## config.mk

```make
export PLATFORM = sky130hd
export DESIGN_NAME = sram_axi_arbiter_flat
export DESIGN_NICKNAME = d
export VERILOG_FILES = /design/src/rtl/sram_axi_pkg.sv /design/src/rtl/sram_axi_arbiter_if.sv /design/src/rtl/sram_axi_wr_ctrl.sv /design/src/rtl/sram_axi_arbiter.sv /design/src/flat_wrapper.sv
export SDC_FILE = /design/constraint.sdc
export NUM_CORES = 1
export LEC_CHECK = 0
export ABC_AREA = 1
export CAP_MARGIN = 40
export CORE_AREA = 2 2 163 165
export CTS_BUF_LIST = sky130_fd_sc_hd__clkbuf_2
export DETAILED_ROUTE_END_ITERATION = 10
export DIE_AREA = 0 0 165 167
export PLACE_DENSITY = 0.61
export SLEW_MARGIN = 15
export SYNTH_ARGS = -nofsm -noshare
export SYNTH_HDL_FRONTEND = slang
export SYNTH_HIERARCHICAL = 1
export SYNTH_SLANG_ARGS = --single-unit
```

## constraint.sdc

```tcl
create_clock -name clk -period 4.8 [get_ports clk]
set_input_delay 0.96 -clock clk [delete_from_list [all_inputs] [get_ports clk]]
set_output_delay 0.96 -clock clk [all_outputs]
set_load 0.02 [all_outputs]
```

## src/rtl/sram_axi_pkg.sv

```systemverilog
// Shared IDs, FSM state types and fixed AXI3 field values for the SRAM-to-AXI arbiter.
package sram_axi_pkg;

    localparam logic [3:0] ID_INST = 4'd0;
    localparam logic [3:0] ID_DATA = 4'd1;

    localparam logic [7:0] AXI_LEN   = 8'd0;
    localparam logic [1:0] AXI_BURST = 2'b01;
    localparam logic [1:0] AXI_LOCK  = 2'b00;
    localparam logic [3:0] AXI_CACHE = 4'd0;
    localparam logic [2:0] AXI_PROT  = 3'd0;

    typedef enum logic {
        AR_IDLE,
        AR_SEND
    } ar_state_t;

    typedef enum logic [1:0] {
        W_IDLE,
        W_SEND,
        W_RESP
    } w_state_t;

endpackage

```

## src/rtl/sram_axi_arbiter_if.sv

```systemverilog
// AXI3 master port bundle; master modport is the arbiter side, slave modport the memory side.
interface sram_axi_arbiter_if;

    logic [3:0]  arid;
    logic [31:0] araddr;
    logic [7:0]  arlen;
    logic [2:0]  arsize;
    logic [1:0]  arburst;
    logic [1:0]  arlock;
    logic [3:0]  arcache;
    logic [2:0]  arprot;
    logic        arvalid;
    logic        arready;

    logic [3:0]  rid;
    logic [31:0] rdata;
    logic [1:0]  rresp;
    logic        rlast;
    logic        rvalid;
    logic        rready;

    logic [3:0]  awid;
    logic [31:0] awaddr;
    logic [7:0]  awlen;
    logic [2:0]  awsize;
    logic [1:0]  awburst;
    logic [1:0]  awlock;
    logic [3:0]  awcache;
    logic [2:0]  awprot;
    logic        awvalid;
    logic        awready;

    logic [3:0]  wid;
    logic [31:0] wdata;
    logic [3:0]  wstrb;
    logic        wlast;
    logic        wvalid;
    logic        wready;

    logic [3:0]  bid;
    logic [1:0]  bresp;
    logic        bvalid;
    logic        bready;

    modport master (
        output arid, araddr, arlen, arsize, arburst, arlock, arcache, arprot, arvalid,
        input  arready,
        input  rid, rdata, rresp, rlast, rvalid,
        output rready,
        output awid, awaddr, awlen, awsize, awburst, awlock, awcache, awprot, awvalid,
        input  awready,
        output wid, wdata, wstrb, wlast, wvalid,
        input  wready,
        input  bid, bresp, bvalid,
        output bready
    );

    modport slave (
        input  arid, araddr, arlen, arsize, arburst, arlock, arcache, arprot, arvalid,
        output arready,
        output rid, rdata, rresp, rlast, rvalid,
        input  rready,
        input  awid, awaddr, awlen, awsize, awburst, awlock, awcache, awprot, awvalid,
        output awready,
        input  wid, wdata, wstrb, wlast, wvalid,
        output wready,
        output bid, bresp, bvalid,
        input  bready
    );

endinterface

```

## src/rtl/sram_axi_wr_ctrl.sv

```systemverilog
// Data-write sequencer: one write in flight, AW and W handshake independently, then wait for B.
module sram_axi_wr_ctrl
    import sram_axi_pkg::*;
(
    input  logic        clk,
    input  logic        reset,
    input  logic        data_req,
    input  logic        data_wr,
    input  logic [1:0]  data_size,
    input  logic [31:0] data_addr,
    input  logic [3:0]  data_wstrb,
    input  logic [31:0] data_wdata,
    input  logic        data_cnt_zero,
    output logic        wr_addr_ok,
    output logic        wr_data_ok,
    output logic        w_idle,
    output logic [31:0] awaddr,
    output logic [2:0]  awsize,
    output logic        awvalid,
    input  logic        awready,
    output logic [31:0] wdata,
    output logic [3:0]  wstrb,
    output logic        wvalid,
    input  logic        wready,
    input  logic        bvalid,
    input  logic        bready
);

    w_state_t    state_q, state_d;
    logic        aw_done_q, aw_done_d;
    logic        w_done_q, w_done_d;
    logic [31:0] addr_q, wdata_q;
    logic [2:0]  size_q;
    logic [3:0]  wstrb_q;

    always_comb begin
        state_d    = state_q;
        aw_done_d  = aw_done_q;
        w_done_d   = w_done_q;
        wr_addr_ok = 1'b0;
        wr_data_ok = 1'b0;
        awvalid    = 1'b0;
        wvalid     = 1'b0;
        unique case (state_q)
            W_IDLE: begin
                // Waiting for outstanding data reads keeps data responses in order.
                if (data_req && data_wr && data_cnt_zero && !reset) begin
                    wr_addr_ok = 1'b1;
                    state_d    = W_SEND;
                end
            end
            W_SEND: begin
                awvalid = ~aw_done_q;
                wvalid  = ~w_done_q;
                if (awvalid && awready) aw_done_d = 1'b1;
                if (wvalid && wready)   w_done_d  = 1'b1;
                if (aw_done_d && w_done_d) begin
                    state_d   = W_RESP;
                    aw_done_d = 1'b0;
                    w_done_d  = 1'b0;
                end
            end
            W_RESP: begin
                if (bvalid && bready) begin
                    wr_data_ok = 1'b1;
                    state_d    = W_IDLE;
                end
            end
            default: state_d = W_IDLE;
        endcase
    end

    always_ff @(posedge clk or posedge reset) begin
        if (reset) begin
            state_q   <= W_IDLE;
            aw_done_q <= 1'b0;
            w_done_q  <= 1'b0;
            addr_q    <= '0;
            size_q    <= '0;
            wstrb_q   <= '0;
            wdata_q   <= '0;
        end else begin
            state_q   <= state_d;
            aw_done_q <= aw_done_d;
            w_done_q  <= w_done_d;
            if (wr_addr_ok) begin
                addr_q  <= data_addr;
                size_q  <= {1'b0, data_size};
                wstrb_q <= data_wstrb;
                wdata_q <= data_wdata;
            end
        end
    end

    assign w_idle = (state_q == W_IDLE);
    assign awaddr = addr_q;
    assign awsize = size_q;
    assign wdata  = wdata_q;
    assign wstrb  = wstrb_q;

endmodule

```

## src/rtl/sram_axi_arbiter.sv

```systemverilog
// Shares one AXI3 master port between inst and data SRAM-like requesters.
// Define ARB_ROUND_ROBIN_EN for round-robin read arbitration; otherwise data reads win ties.
module sram_axi_arbiter
    import sram_axi_pkg::*;
#(
    parameter int unsigned MAX_OUTSTANDING = 2
) (
    input  logic              clk,
    input  logic              reset,
    input  logic              inst_req,
    input  logic              inst_wr,
    input  logic [1:0]        inst_size,
    input  logic [31:0]       inst_addr,
    input  logic [3:0]        inst_wstrb,
    input  logic [31:0]       inst_wdata,
    output logic              inst_addr_ok,
    output logic              inst_data_ok,
    output logic [31:0]       inst_rdata,
    input  logic              data_req,
    input  logic              data_wr,
    input  logic [1:0]        data_size,
    input  logic [31:0]       data_addr,
    input  logic [3:0]        data_wstrb,
    input  logic [31:0]       data_wdata,
    output logic              data_addr_ok,
    output logic              data_data_ok,
    output logic [31:0]       data_rdata,
    sram_axi_arbiter_if.master axi
);

    localparam int unsigned     CntW   = $clog2(MAX_OUTSTANDING + 1);
    localparam logic [CntW-1:0] MaxCnt = CntW'(MAX_OUTSTANDING);

    ar_state_t       ar_state_q, ar_state_d;
    logic [31:0]     ar_addr_q;
    logic [2:0]      ar_size_q;
    logic [3:0]      ar_id_q;
    logic [CntW-1:0] inst_cnt_q, inst_cnt_d, data_cnt_q, data_cnt_d;
    logic            inst_elig, data_elig, grant_inst, grant_data;
    logic            r_inst, r_data, w_idle, wr_addr_ok, wr_data_ok;

    assign inst_elig = (ar_state_q == AR_IDLE) && inst_req && (inst_cnt_q < MaxCnt) && !reset;
    assign data_elig = (ar_state_q == AR_IDLE) && data_req && !data_wr &&
                       (data_cnt_q < MaxCnt) && w_idle && !reset;

`ifdef ARB_ROUND_ROBIN_EN
    logic last_data_q;
    always_ff @(posedge clk or posedge reset) begin
        if (reset)                        last_data_q <= 1'b0;
        else if (grant_inst | grant_data) last_data_q <= grant_data;
    end
    assign grant_data = data_elig && (!inst_elig || !last_data_q);
`else
    assign grant_data = data_elig;
`endif
    assign grant_inst = inst_elig && !grant_data;

    always_comb begin
        ar_state_d = ar_state_q;
        case (ar_state_q)
            AR_IDLE: if (grant_inst || grant_data) ar_state_d = AR_SEND;
            AR_SEND: if (axi.arready)              ar_state_d = AR_IDLE;
        endcase
    end

    assign r_inst = axi.rvalid && axi.rready && !axi.rid[0];
    assign r_data = axi.rvalid && axi.rready && axi.rid[0];

    // Beats arriving with a zero count belong to transactions lost across reset.
    always_comb begin
        inst_cnt_d = inst_cnt_q;
        data_cnt_d = data_cnt_q;
        if (grant_inst && !(r_inst && inst_cnt_q != '0))  inst_cnt_d = inst_cnt_q + 1'b1;
        else if (!grant_inst && r_inst && inst_cnt_q != '0) inst_cnt_d = inst_cnt_q - 1'b1;
        if (grant_data && !(r_data && data_cnt_q != '0))  data_cnt_d = data_cnt_q + 1'b1;
        else if (!grant_data && r_data && data_cnt_q != '0) data_cnt_d = data_cnt_q - 1'b1;
    end

    always_ff @(posedge clk or posedge reset) begin
        if (reset) begin
            ar_state_q <= AR_IDLE;
            ar_addr_q  <= '0;
            ar_size_q  <= '0;
            ar_id_q    <= '0;
            inst_cnt_q <= '0;
            data_cnt_q <= '0;
        end else begin
            ar_state_q <= ar_state_d;
            inst_cnt_q <= inst_cnt_d;
            data_cnt_q <= data_cnt_d;
            if (grant_data) begin
                ar_addr_q <= data_addr;
                ar_size_q <= {1'b0, data_size};
                ar_id_q   <= ID_DATA;
            end else if (grant_inst) begin
                ar_addr_q <= inst_addr;
                ar_size_q <= {1'b0, inst_size};
                ar_id_q   <= ID_INST;
            end
        end
    end

    sram_axi_wr_ctrl u_wr_ctrl (
        .clk           (clk),
        .reset         (reset),
        .data_req      (data_req),
        .data_wr       (data_wr),
        .data_size     (data_size),
        .data_addr     (data_addr),
        .data_wstrb    (data_wstrb),
        .data_wdata    (data_wdata),
        .data_cnt_zero (data_cnt_q == '0),
        .wr_addr_ok    (wr_addr_ok),
        .wr_data_ok    (wr_data_ok),
        .w_idle        (w_idle),
        .awaddr        (axi.awaddr),
        .awsize        (axi.awsize),
        .awvalid       (axi.awvalid),
        .awready       (axi.awready),
        .wdata         (axi.wdata),
        .wstrb         (axi.wstrb),
        .wvalid        (axi.wvalid),
        .wready        (axi.wready),
        .bvalid        (axi.bvalid),
        .bready        (axi.bready)
    );

    assign inst_addr_ok = grant_inst;
    assign data_addr_ok = grant_data || wr_addr_ok;
    assign inst_data_ok = r_inst;
    assign data_data_ok = r_data || wr_data_ok;
    assign inst_rdata   = axi.rdata;
    assign data_rdata   = axi.rdata;

    assign axi.arid    = ar_id_q;
    assign axi.araddr  = ar_addr_q;
    assign axi.arsize  = ar_size_q;
    assign axi.arvalid = (ar_state_q == AR_SEND);
    assign axi.arlen   = AXI_LEN;
    assign axi.arburst = AXI_BURST;
    assign axi.arlock  = AXI_LOCK;
    assign axi.arcache = AXI_CACHE;
    assign axi.arprot  = AXI_PROT;
    assign axi.rready  = !reset;

    assign axi.awid    = ID_DATA;
    assign axi.awlen   = AXI_LEN;
    assign axi.awburst = AXI_BURST;
    assign axi.awlock  = AXI_LOCK;
    assign axi.awcache = AXI_CACHE;
    assign axi.awprot  = AXI_PROT;
    assign axi.wid     = ID_DATA;
    assign axi.wlast   = 1'b1;
    // Hold off B while a data R beat is presented so data_data_ok pulses once per cycle.
    assign axi.bready  = !reset && !(axi.rvalid && axi.rid[0]);

    logic unused_ok;
    assign unused_ok = ^{inst_wr, inst_wstrb, inst_wdata, axi.rid[3:1], axi.rresp, axi.rlast,
                         axi.bid, axi.bresp};

endmodule

```

## src/flat_wrapper.sv

```systemverilog
// flat-port wrapper written by rule: the top's interface ports become plain ports
module sram_axi_arbiter_flat import sram_axi_pkg::*;
#(
    parameter int unsigned MAX_OUTSTANDING = 2
)
  (clk, reset, inst_req, inst_wr, inst_size, inst_addr, inst_wstrb, inst_wdata, inst_addr_ok, inst_data_ok, inst_rdata, data_req, data_wr, data_size, data_addr, data_wstrb, data_wdata, data_addr_ok, data_data_ok, data_rdata, axi_arid, axi_araddr, axi_arlen, axi_arsize, axi_arburst, axi_arlock, axi_arcache, axi_arprot, axi_arvalid, axi_arready, axi_rid, axi_rdata, axi_rresp, axi_rlast, axi_rvalid, axi_rready, axi_awid, axi_awaddr, axi_awlen, axi_awsize, axi_awburst, axi_awlock, axi_awcache, axi_awprot, axi_awvalid, axi_awready, axi_wid, axi_wdata, axi_wstrb, axi_wlast, axi_wvalid, axi_wready, axi_bid, axi_bresp, axi_bvalid, axi_bready);
  sram_axi_arbiter_if axi_i ();
  input  logic clk;
  input  logic reset;
  input  logic inst_req;
  input  logic inst_wr;
  input  logic [1:0] inst_size;
  input  logic [31:0] inst_addr;
  input  logic [3:0] inst_wstrb;
  input  logic [31:0] inst_wdata;
  output logic inst_addr_ok;
  output logic inst_data_ok;
  output logic [31:0] inst_rdata;
  input  logic data_req;
  input  logic data_wr;
  input  logic [1:0] data_size;
  input  logic [31:0] data_addr;
  input  logic [3:0] data_wstrb;
  input  logic [31:0] data_wdata;
  output logic data_addr_ok;
  output logic data_data_ok;
  output logic [31:0] data_rdata;
  output wire logic [$bits(axi_i.arid)-1:0] axi_arid;
  output wire logic [$bits(axi_i.araddr)-1:0] axi_araddr;
  output wire logic [$bits(axi_i.arlen)-1:0] axi_arlen;
  output wire logic [$bits(axi_i.arsize)-1:0] axi_arsize;
  output wire logic [$bits(axi_i.arburst)-1:0] axi_arburst;
  output wire logic [$bits(axi_i.arlock)-1:0] axi_arlock;
  output wire logic [$bits(axi_i.arcache)-1:0] axi_arcache;
  output wire logic [$bits(axi_i.arprot)-1:0] axi_arprot;
  output wire logic [$bits(axi_i.arvalid)-1:0] axi_arvalid;
  input wire logic [$bits(axi_i.arready)-1:0] axi_arready;
  input wire logic [$bits(axi_i.rid)-1:0] axi_rid;
  input wire logic [$bits(axi_i.rdata)-1:0] axi_rdata;
  input wire logic [$bits(axi_i.rresp)-1:0] axi_rresp;
  input wire logic [$bits(axi_i.rlast)-1:0] axi_rlast;
  input wire logic [$bits(axi_i.rvalid)-1:0] axi_rvalid;
  output wire logic [$bits(axi_i.rready)-1:0] axi_rready;
  output wire logic [$bits(axi_i.awid)-1:0] axi_awid;
  output wire logic [$bits(axi_i.awaddr)-1:0] axi_awaddr;
  output wire logic [$bits(axi_i.awlen)-1:0] axi_awlen;
  output wire logic [$bits(axi_i.awsize)-1:0] axi_awsize;
  output wire logic [$bits(axi_i.awburst)-1:0] axi_awburst;
  output wire logic [$bits(axi_i.awlock)-1:0] axi_awlock;
  output wire logic [$bits(axi_i.awcache)-1:0] axi_awcache;
  output wire logic [$bits(axi_i.awprot)-1:0] axi_awprot;
  output wire logic [$bits(axi_i.awvalid)-1:0] axi_awvalid;
  input wire logic [$bits(axi_i.awready)-1:0] axi_awready;
  output wire logic [$bits(axi_i.wid)-1:0] axi_wid;
  output wire logic [$bits(axi_i.wdata)-1:0] axi_wdata;
  output wire logic [$bits(axi_i.wstrb)-1:0] axi_wstrb;
  output wire logic [$bits(axi_i.wlast)-1:0] axi_wlast;
  output wire logic [$bits(axi_i.wvalid)-1:0] axi_wvalid;
  input wire logic [$bits(axi_i.wready)-1:0] axi_wready;
  input wire logic [$bits(axi_i.bid)-1:0] axi_bid;
  input wire logic [$bits(axi_i.bresp)-1:0] axi_bresp;
  input wire logic [$bits(axi_i.bvalid)-1:0] axi_bvalid;
  output wire logic [$bits(axi_i.bready)-1:0] axi_bready;
  assign axi_arid = axi_i.arid;
  assign axi_araddr = axi_i.araddr;
  assign axi_arlen = axi_i.arlen;
  assign axi_arsize = axi_i.arsize;
  assign axi_arburst = axi_i.arburst;
  assign axi_arlock = axi_i.arlock;
  assign axi_arcache = axi_i.arcache;
  assign axi_arprot = axi_i.arprot;
  assign axi_arvalid = axi_i.arvalid;
  assign axi_i.arready = axi_arready;
  assign axi_i.rid = axi_rid;
  assign axi_i.rdata = axi_rdata;
  assign axi_i.rresp = axi_rresp;
  assign axi_i.rlast = axi_rlast;
  assign axi_i.rvalid = axi_rvalid;
  assign axi_rready = axi_i.rready;
  assign axi_awid = axi_i.awid;
  assign axi_awaddr = axi_i.awaddr;
  assign axi_awlen = axi_i.awlen;
  assign axi_awsize = axi_i.awsize;
  assign axi_awburst = axi_i.awburst;
  assign axi_awlock = axi_i.awlock;
  assign axi_awcache = axi_i.awcache;
  assign axi_awprot = axi_i.awprot;
  assign axi_awvalid = axi_i.awvalid;
  assign axi_i.awready = axi_awready;
  assign axi_wid = axi_i.wid;
  assign axi_wdata = axi_i.wdata;
  assign axi_wstrb = axi_i.wstrb;
  assign axi_wlast = axi_i.wlast;
  assign axi_wvalid = axi_i.wvalid;
  assign axi_i.wready = axi_wready;
  assign axi_i.bid = axi_bid;
  assign axi_i.bresp = axi_bresp;
  assign axi_i.bvalid = axi_bvalid;
  assign axi_bready = axi_i.bready;
  sram_axi_arbiter #(.MAX_OUTSTANDING(MAX_OUTSTANDING)) u_core (.clk(clk), .reset(reset), .inst_req(inst_req), .inst_wr(inst_wr), .inst_size(inst_size), .inst_addr(inst_addr), .inst_wstrb(inst_wstrb), .inst_wdata(inst_wdata), .inst_addr_ok(inst_addr_ok), .inst_data_ok(inst_data_ok), .inst_rdata(inst_rdata), .data_req(data_req), .data_wr(data_wr), .data_size(data_size), .data_addr(data_addr), .data_wstrb(data_wstrb), .data_wdata(data_wdata), .data_addr_ok(data_addr_ok), .data_data_ok(data_data_ok), .data_rdata(data_rdata), .axi(axi_i));
endmodule
```

==> flow_summary_export.csv <==
group,metric,value,unit
yosys,synthTopCellsByArea,"dfrtp_1, nand2_1, buf_4",
cts,cts_tree,"yes",
placed_design,dp_hpwl,12200,um
yosys,yosysTopAreaCell,"dfrtp_1",
yosys,yosys.area.top_type_share,50.0,%
cells_and_area,layout-drive-gt1-share,7.64,%
yosys,synth-seq-cells,114,
worst_setup_path,end_kind,"output pin",
route,postRouteAntennaNets,0,
route,drtIter0Drc,130,
cts,cts_setup_buffers,0,
worst_setup_path,r2r_end,"u_core/u_wr_ctrl/wdata[31]",
route,drc,0,
cts,clock-sinks,114,
cells_and_area,fill_cells,2728,
timing,slew_viol_final,0,
pwr,powerDensity,616,mW/mm2
timing,fin_crit,3.73,ns
run_status,status,"finished clean",
pwr,pwr-share-seq,34.5,%
timing,setup_viol,0,
cells_and_area,diodes,0,
route,num_vias,4670,
worst_setup_path,critPathKind,"in -> out",
pwr,irDropWorstVdd,272,uV
floorplanning,initial_core_util,22.1,%
global_route,grt_pass1_wl,25900,um
timing,fin_skew,0.0459,ns
worst_setup_path,r2r_start,"u_core/data_cnt_q[1]",
route,dr.pass1.iters,4,
cells_and_area,syn2layout_area_growth,38.9,%
yosys,synth_warnings,6,
cts,cts_hold_repair.buffers,0,
worst_setup_path,cp_data_required_time,3.84,ns
worst_setup_path,path_max_fanout,6,
worst_setup_path,startpoint_type,"input pin",
yosys,syn_avg_cell_area,8.34,um2
pwr,clkPwrFrac,16.7,%
route,wirelength,17600,um
cts,ctsResizeCount,0,
yosys,syn_inst,684,
pwr,internal_power,2900,uW
global_route,grt_util_all_layers,12.6,%
worst_hold_path,hp-class,"reg -> reg",
cts,cts_buffers,17,
cells_and_area,final_common_cell,"nand2_1",
timing,maxSlewHeadroom,43.9,%
timing,setup_tns,0,ns
floorplanning,core-area,0.0258,mm2
pwr,combinationalPowerShare,48.8,%
global_route,grt_max_degree,72,
yosys,seq_area_frac_synth,50.0,%
cells_and_area,final_cell_mix,"nand2_1, clkdlybuf4s50_1, dfrtp_1, conb_1, nand3_1",
worst_setup_path,regToRegSetupSlack,2.90,ns
cts,cts_buffer_depth,2,
yosys,synthesis.area,0.00570,mm2
cts,clk_pin_slew,0.19,ns
placed_design,numPortBuffers,228,
pwr,p_sw,1980,uW
timing,hold_viol,0,
timing,period_share,77.7,%
floorplanning,std_cell_rows,59,
floorplanning,dieArea,0.0276,mm2
route,drt-vias-per-instance,3.89,
timing,max_slew.worst_pin.slew,0.841,ns
cells_and_area,final_core_util,30.8,%
timing,timing.fmax,0.268,GHz
floorplanning,ios,426,
placed_design,place_congestion,0.758,
yosys,synth_cell_types,25,
worst_setup_path,rr_worst_depth,10,
pwr,p_leak,0.00386,uW
worst_setup_path,endpoint,"data_addr_ok",
route,wl_per_cell,14.6,um
cells_and_area,final_nets,1047,
floorplanning,die_h,167,um
floorplanning,die_x,165,um
pwr,swShare,40.6,%
global_route,grt_antenna_before_repair,0,
cts,cts_root_buf,"clkbuf_2",
worst_setup_path,crit_start,"reset",
global_route,grt_overflow,0,
run,drv_cap,0,
worst_setup_path,critPathArrivalTime,2.77,ns
cts,clock_latency,0.67,ns
timing,rsz0062_at_grt,"no",
global_route,grt_pass1_vias,4615,
cts,ctsHtreeMaxLevel,4,
-- routing by layer --
metal  up-vias  track usage [%]  part of all wire (%)
li1       2252                -                     -
met1      2174             14.1                    40
met2       205             21.0                    48
met3        39             4.58                   8.0
met4         0             6.20                   3.8
met5         -                0                     0
-- cell type report --
| class | count | area [um2] | share of cell area [%] |
|---|---|---|---|
| Sequential cell | 114 | 2850 | 36.0 |
| Timing Repair Buffer | 238 | 2390 | 30.2 |
| Multi-Input combinational cell | 460 | 1870 | 23.7 |
| Tap cell | 335 | 419 | 5.29 |
| Clock inverter | 14 | 213 | 2.68 |
| Clock buffer | 18 | 90.1 | 1.14 |
| Inverter | 20 | 83.8 | 1.06 |
-- how the worst min path moves through the flow --
stage,cells past startpoint,end,startpoint,slack (ns)
detailed placement,2,u_core/u_wr_ctrl/wdata[13],u_core/u_wr_ctrl/wdata[13],0.46
global route,2,u_core/u_wr_ctrl/awaddr[28],u_core/u_wr_ctrl/awaddr[28],0.52
global placement,2,u_core/axi.arid[0],u_core/axi.arid[0],0.46
floorplan,2,u_core/inst_cnt_q[1],u_core/inst_cnt_q[1],0.46
finish,2,u_core/u_wr_ctrl/awaddr[28],u_core/u_wr_ctrl/awaddr[28],0.50
CTS,2,u_core/u_wr_ctrl/awaddr[14],u_core/u_wr_ctrl/awaddr[14],0.51
-- cell families (layout without fill, tap and decap cells) --
kind of cell,Yosys count,count (layout),share of synthesized area (%)
buffers and inverters,159,290,20.4
AND/OR/NAND/NOR,402,402,28.8
flip-flops,114,114,50.0
AO/OA/AOI/OAI,5,5,0.504
XOR/XNOR,1,1,0.154
other,3,52,0.197
-- metrics by stage --
stage	power (uW)	hold slack, ns	setup WS [ns]	cell area [um2]	cells
floorplan	3010	0.462	1.74	5890	733
global route	5230	0.524	0.977	7920	1199
detailed placement	4110	0.464	1.06	7590	1166
global placement	4080	0.461	1.05	7570	1165
CTS	4970	0.510	1.05	7900	1198
finish	4880	0.503	1.07	7920	1199
-- power by group through the flow --
stage,combinational [uW],clock (uW),sequential [uW]
6_report,2380,813,1690
5_1_grt,2590,900,1750
4_1_cts,2410,863,1690
3_5_place_dp,2410,0,1700
3_3_place_gp,2390,0,1700
2_1_floorplan,791,0,2220
-- cell usage after synthesis --
master,n
a21oi_1,1
a22o_1,1
buf_2,7
buf_4,118
buf_6,14
conb_1,3
dfrtp_1,114
inv_1,13
inv_2,5
inv_4,1
inv_6,1
nand2_1,334
nand2_2,6
nand2_4,1
nand3_1,33
nand3_2,5
nand3_4,1
nand4_1,1
nor2_1,13
nor2_2,2
nor2_4,1
nor3_1,3
o21ai_0,3
or2_2,2
xor2_1,1
-- critical path: stages --
cell and delay, ns:
clkdlybuf4s50_1 0.62, nor2_1 0.09, nand2_1 0.10, inv_2 0.05, nand2_4 0.07, inv_6 0.03
or2_2 0.29, clkdlybuf4s50_1 0.57
-- sequential cells by signal, summed over array words and instances (netlist names), 2 cells and up --
signal / count
u_core/u_wr_ctrl/state_q: 2
u_core/u_wr_ctrl/awaddr: 32
u_core/data_cnt_q: 2
u_core/axi.arsize: 2
u_core/u_wr_ctrl/wdata: 32
u_core/u_wr_ctrl/awsize: 2
u_core/inst_cnt_q: 2
u_core/u_wr_ctrl/wstrb: 4
u_core/axi.araddr: 32
(Power assumes the default switching activity.)
